**src/rtl/mul32.sv**
```systemverilog
// mul32: radix-4 Booth 32x32->64 multiplier (clk, rst, in_en/a/b/a_signed/b_signed in; idle/out_en/p_hi/p_lo out)
module mul32 (
  input  logic        clk,
  input  logic        rst,
  input  logic        in_en,
  input  logic [31:0] a,
  input  logic [31:0] b,
  input  logic        a_signed,
  input  logic        b_signed,
  output logic        idle,
  output logic        out_en,
  output logic [31:0] p_hi,
  output logic [31:0] p_lo
);
  typedef enum logic [1:0] {IDLE, ITER, DONE} state_t;
  state_t      state_q, state_d;
  logic [35:0] m_q, m_d, u_q, u_d, dig, sum;
  logic [33:0] l_q, l_d;
  logic        g_q, g_d, out_en_q, out_en_d;
  logic [4:0]  cnt_q, cnt_d;
  logic [63:0] p_q, p_d;
  logic [2:0]  t;
  always_comb begin
    t = {l_q[1:0], g_q};
    dig = (t == 3'b000 || t == 3'b111) ? 36'd0 :
          (t == 3'b011) ? m_q << 1 :
          (t == 3'b100) ? -(m_q << 1) :
          (t == 3'b001 || t == 3'b010) ? m_q : -m_q;
    sum = u_q + dig;
    state_d = state_q;
    m_d = m_q;
    u_d = u_q;
    l_d = l_q;
    g_d = g_q;
    cnt_d = cnt_q;
    p_d = p_q;
    out_en_d = 1'b0;
    case (state_q)
      IDLE: if (in_en) begin
        m_d = {{4{a_signed & a[31]}}, a};
        l_d = {{2{b_signed & b[31]}}, b};
        u_d = '0;
        g_d = 1'b0;
        cnt_d = '0;
        state_d = ITER;
      end
      ITER: begin
        u_d = {{2{sum[35]}}, sum[35:2]};
        l_d = {sum[1:0], l_q[33:2]};
        g_d = l_q[1];
        cnt_d = cnt_q + 5'd1;
        state_d = (cnt_q == 5'd16) ? DONE : ITER;
      end
      DONE: begin
        p_d = {u_q[29:0], l_q};
        out_en_d = 1'b1;
        state_d = IDLE;
      end
      default: state_d = IDLE;
    endcase
  end
  always_ff @(posedge clk) begin
    if (rst) begin
      state_q <= IDLE;
      m_q <= '0;
      u_q <= '0;
      l_q <= '0;
      g_q <= 1'b0;
      cnt_q <= '0;
      p_q <= '0;
      out_en_q <= 1'b0;
    end else begin
      state_q <= state_d;
      m_q <= m_d;
      u_q <= u_d;
      l_q <= l_d;
      g_q <= g_d;
      cnt_q <= cnt_d;
      p_q <= p_d;
      out_en_q <= out_en_d;
    end
  end
  assign idle = (state_q == IDLE);
  assign out_en = out_en_q;
  assign p_hi = p_q[63:32];
  assign p_lo = p_q[31:0];
endmodule

```
**config.mk**
```make
export PLATFORM = sky130hd
export DESIGN_NAME = mul32
export DESIGN_NICKNAME = d
export VERILOG_FILES = /design/src/rtl/mul32.sv
export SDC_FILE = /design/constraint.sdc
export NUM_CORES = 1
export LEC_CHECK = 0
export CAP_MARGIN = 5
export CORE_AREA = 5 5 124 184
export DETAILED_ROUTE_END_ITERATION = 10
export DIE_AREA = 0 0 129 189
export GPL_TIMING_DRIVEN = 0
export PLACE_DENSITY = 0.72
export SLEW_MARGIN = 10
export SYNTH_ARGS = -nofsm -noshare
export SYNTH_HDL_FRONTEND = slang
export SYNTH_SLANG_ARGS = --single-unit
```
**constraint.sdc**
```tcl
create_clock -name clk -period 10.9 [get_ports clk]
set_input_delay 1.635 -clock clk [delete_from_list [all_inputs] [get_ports clk]]
set_output_delay 1.635 -clock clk [all_outputs]
set_load 0.02 [all_outputs]
```
---- Yosys cells after proc, flatten, opt, wreduce, memory -nomap -nowiden ----
Index checks and enable logic that the tools add are counted.
operators by class
  add/sub/neg operators ................... 4
  bitwise gates (word level) .............. 2
  reductions and logical operators ........ 7
  mux-type cells .......................... 16
  equal/unequal tests ..................... 9
operator list
  operator               number
  $mux W36               5
  $neg A36 Y36           2
  $pmux W36 S2           1
  $pmux W34 S2           1
  $add A36 B36 Y36       1
  $mux W34               1
  $pmux W5 S2            1
  $eq A3 B2 Y1 const B   2
  $eq A3 B3 Y1 const B   2
  $add A5 B1 Y5 const B  1
  $eq A5 B5 Y1 const B   1
  $mux W5                1
  $mux W2                2
  $pmux W2 S2            1
  $reduce_and A2 Y1      2
  $eq A3 B1 Y1 const B   1
  $logic_not A3 Y1       1
  $and A1 B1 Y1          2
  $eq A2 B1 Y1 const B   1
  $eq A2 B2 Y1 const B   1
  $logic_not A2 Y1       1
  $logic_or A1 B1 Y1     2
  $mux W1                2
  $ne A2 B2 Y1 const B   1
  other kinds (2)        2
storage, ports and cells
  bits of input ports ..................... 69
  register bits after elaboration ......... 176
  word-level logic and storage cells ...... 46

---- Depth between registers and ports, before layout ----
  depth after elaboration ................. 8
  gate-level depth with buffers ........... 21
  depth with buffers taken out ............ 19

---- Worst setup path before layout ----
No wires, ideal clock.
  path type ............................... reg-to-reg
  start point ............................. register m_q[0]
  end point ............................... register u_q[34]
  slack ................................... 6.005 ns
  buffers on the path ..................... 0
  cell stages (with the launch flop) ...... 20
  period minus slack after synthesis ...... 4.895 ns
  data required time ...................... 10.836 ns
  arrival time ............................ 4.831 ns
  cells stage by stage .................... dfxtp_1 > inv_1 > ha_1 > or4b_4 > or4_4 > or3_4 > nor3_4 > nor2_2 > xor2_1 > a221oi_2 > a21oi_1 > ha_1 > and4_1 > nand3_1 > or3_1 > a2bb2oi_1 > o21ai_1 > a41oi_1 > or3b_2 > nand4_1
between the ends
  cells in the longest elaborated chain, start to end .. 7
  elaborated cells between the ends (all ways) .. 8
RTL lines
  element                 RTL line  text
  start, declared         17        logic [35:0] m_q, m_d, u_q, u_d, dig, sum;
  start signal, assigned  74        m_q <= m_d;
  $neg A36 Y36            28        (t == 3'b001 || t == 3'b010) ? m_q : -m_q;
  $mux W36                28
  $mux W36                27        (t == 3'b100) ? -(m_q << 1) :
  $mux W36 *              26        (t == 3'b011) ? m_q << 1 :
  $mux W36 *              25        dig = (t == 3'b000 || t == 3'b111) ? 36'd0 :
  $add A36 B36 Y36 *      29        sum = u_q + dig;
  $pmux W36 S2 *          38        case (state_q)
  end signal, assigned    75        u_q <= u_d;
  end, declared           17
Mark *: on every way between the ends. The rest lies on a longest branch, timed or not.
A chain may end at the register's enable or synchronous reset.

---- Final worst setup path ----
Same ends and word-level chain as after synthesis.

==> results.md <==
* R2R setup slack at about 5.1 ns
* TritonCTS clock tree: yes
* PD cells at 147 nW/um^2
* Crit Path Class: flip-flop to flip-flop
* Gate Count Post-Synth at 1399
* Post-synth top area cell: dfxtp_1
* Initial Util at between 40% and 50%
* # hold bufs at CTS at 0
* # H-tree levels at 4
* Root Buffer: clkbuf_16
* WP buf/inv at 2
* Die footprint at 24400 um^2
* Post-synth EDFFs at 0
* Vert. Die Dim at 189 um
* Vias per inst at ~5.8
* Largest net degree at the start of global routing at 17
* Port bufs at 134
* Max-cap violation count at 0
* Number of global-route vias before repair at between 10000 and 15000
* Final hold slack at between 0.4 and 0.5 ns
* Power Internal at ~0.0013 W
* Gp weighted congestion at 0.986
* CP max stage delay at 0.59 ns
* Bufs on Longest Clock Path at 2
* Die width at around 130 um
* Cts bufs inserted at 17
* Delay-heaviest family, CP: simple AND/OR/NAND/NOR gates
* Clk pwr share at 36.6%
* Setup repair bufs after CTS at 0
* Setup crit start kind: flip-flop
* Num rows at 65
* Hold path start: p_q[53]$_SDFFE_PP0P_
* Clock slew at the register clock pins of the worst setup and hold paths at 0.07 ns
* Yosys cell types at 72
* DR vias at between 10000 and 15000
* Reg2reg end: u_q[34]$_SDFFE_PP0P_
* Worst endpoint required time at 11.28 ns
* Top-count cell post-synth: nand2_1
* Max IR drop VDD at ~120 uV
* Diode count at 0
* CTS Sinks at about 170
* Arr. time, crit path at 6.17 ns
* ANT nets after route at 0
* I/O pin count at roughly 140
* Final setup viols at 0
* Crit Path Max Fanout at 8
* Nets@finish at 1660
* Post-Syn Nets at around 1500
* Post-Syn Area at around 10000 um^2
* Clock Latency Late Sink at 0.45 ns
* Worst reg2reg path startpoint: m_q[0]$_SDFFE_PP0P_
* Final worst-path cycle share at 53.1%
* Fmax at 173 MHz
* Fill cells at 2068
* Switch Pwr at 0.000608 W
* Worst Skew at 0.0100 ns
* Final Slew Violations at 0
* Synth top cells by count: nand2_1 (344), dfxtp_1 (174), a21oi_1 (162), nor2_1 (110), clkbuf_1 (96)
* Total GRT Usage at a little over a quarter
* Tmin final at 5.78 ns
* Drc violations at 0
* YS warnings at 0
* CP endpoint kind: flip-flop
* Min-Delay Path Depth at 2
* Total negative slack at 0 ns
* Combinational share of power at 26.2%
* Antenna violations before repair at 0
* Most frequent cell on the critical path: ha_1
* Status: finished, final reports clean
* Critical-path cell list: inv_1 -> ha_1 -> or4b_4 -> or4_4 -> or3_4 -> nor3_4 -> xor2_1 -> nor2_1 -> o32ai_1 -> a21oi_1 -> ha_1 -> clkbuf_1 -> and4_1 -> nand3_1 -> or3_1 -> a2bb2oi_1 -> o21ai_1 -> a41oi_1 -> or3b_2 -> nand4_1
* CTS resizes at 0
* Hold/Removal Path Class: flip-flop to flip-flop
* Final wirelength at roughly 33 mm
* Synth async-reset ratio at 0%
* Endpoints failing hold at 0
* Initial DRC count at 855
* R2R depth at 20
* Share of cells above drive strength 1 at 4.09%
* GRT Residual Overflow at 0
* Hold Path Sink: p_q[53]$_SDFFE_PP0P_
* Net Sw Frac at 32.7%
* Detail Placement HPWL at 25.1 mm
* Worst slew pin tran at 0.920 ns
* Avg Synthesized Cell Area at between 7 and 8 um^2
* DR WL/cell at 18.2 um
* Seq pwr share at 37.2%
* Slew Limit Headroom at 38.1%
* Synth top area cells: dfxtp_1 (34%), nand2_1 (13%), a21oi_1 (7.9%), ha_1 (4.6%), nor2_1 (4.0%)
* Sequential fraction of the synthesis area at 33.8%
* #FFs+latches synth at between 150 and 200
* Leakage at 4.83 nW
* CORE AREA at 21000 um^2
* Area grow syn2layout at 22.6%
* RSZ-0062 raised after global routing: false
* First-pass GRT wire length at 53.6 mm
* Top_reg_cell synth: dfxtp_1
* Max stage delay cell, worst path: or4_4
* Top-area cell type share of the netlist area at between 30 and 40%
* First-pass DRT Iterations at 6
-- stage by stage --
stage	cells	util, %	area [um^2]	setup slack (ns)	power (W)
after floorplan	1399	-	10300	6.00	0.00104
after global placement	1801	57.1	12000	5.25	0.00118
after detailed placement	1801	57.1	12000	5.22	0.00118
after CTS	1833	60.2	12600	5.17	0.00186
after global routing	1833	60.2	12600	4.79	0.00195
final	1833	60.2	12600	5.12	0.00186
-- metal layers --
layer	wire [um]	global-route usage, %	up-vias
met5	0	0	-
met3	1830	4.83	89
met2	16700	47.9	368
met1	13000	31.0	5003
li1	-	-	5235
met4	1890	15.4	0
-- area by class of cell --
class,count,area [um^2],share of cell area (%)
inverter,17,63.8,0.505
buffer,112,437,3.46
sequential,174,3480,27.6
clock buffer,19,453,3.59
clock inverter,13,199,1.57
timing repair buffer,134,1340,10.6
multi-input combinational,1096,6320,50.0
tap,268,335,2.65
-- cell usage in the layout (no fill, tap or decap), types with 5 or more instances in the layout --
cell type,count
a31oi_1,16
a211oi_1,6
a22oi_1,31
a32o_1,5
nand2b_1,7
a21o_1,25
o21a_1,6
or4_1,7
clkbuf_1,96
o31ai_1,5
nor4_1,8
nand2_1,344
a311oi_1,35
nand3_1,19
xnor2_1,46
inv_1,17
a21oi_1,162
clkbuf_16,17
buf_1,8
nand4_1,10
or2_2,9
xor2_1,33
nor2_1,110
dfxtp_1,174
a21boi_0,5
nor2b_1,8
buf_2,7
clkdlybuf4s50_1,134
or3_1,9
ha_1,38
and3_1,12
o21ai_0,38
a221oi_1,24
nor3_1,14
o211ai_1,8
-- worst register-to-register path: stages (launching register included) --
cell and delay, ns:
dfxtp_1 0.36, inv_1 0.10, ha_1 0.27, or4b_4 0.54, or4_4 0.59, or3_4 0.39
nor3_4 0.19, xor2_1 0.19, nor2_1 0.06, o32ai_1 0.13, a21oi_1 0.14, ha_1 0.33
clkbuf_1 0.27, and4_1 0.30, nand3_1 0.12, or3_1 0.41, a2bb2oi_1 0.15, o21ai_1 0.27
a41oi_1 0.30, or3b_2 0.53, nand4_1 0.08
-- sequential cells by signal, summed over array words and instances, names as in the netlist --
name / count
cnt_q: 5
g_q: 1
l_q: 34
u_q: 34
out_en: 1
m_q: 33
state_q: 2
p_q: 64
-- worst max-delay path by stage --
stage                              startpoint              endpoint  slack (ns)  depth (start not counted)
after floorplan           m_q[0]$_SDFFE_PP0P_  u_q[34]$_SDFFE_PP0P_        6.00                         19
after CTS                 m_q[0]$_SDFFE_PP0P_  u_q[34]$_SDFFE_PP0P_        5.17                         20
final                     m_q[0]$_SDFFE_PP0P_  u_q[34]$_SDFFE_PP0P_        5.12                         20
after global placement    m_q[0]$_SDFFE_PP0P_  u_q[34]$_SDFFE_PP0P_        5.25                         20
after global routing      m_q[7]$_SDFFE_PP0P_  u_q[30]$_SDFFE_PP0P_        4.79                         18
after detailed placement  m_q[0]$_SDFFE_PP0P_  u_q[34]$_SDFFE_PP0P_        5.22                         20
-- logic make-up after synthesis --
family | after synthesis | share of synthesized area, %
adders and majority gates | 41 | 5.00
xor gates and xnor gates | 79 | 6.72
DFF | 174 | 33.8
buffers and inverters | 129 | 4.86
and+or+nand+nor | 583 | 24.8
AOI/OAI and AO/OA | 391 | 24.6
muxes | 2 | 0.206
-- power by group through the flow --
stage	Sequential, W	Combinational [W]	Clock (W)
global placement	0.000707	0.000471	0
CTS	0.000693	0.000480	0.000690
detailed placement	0.000707	0.000477	0
global route	0.000697	0.000536	0.000715
finish	0.000694	0.000488	0.000681
floorplan	0.000698	0.000343	0
(Power assumes the default switching activity.)
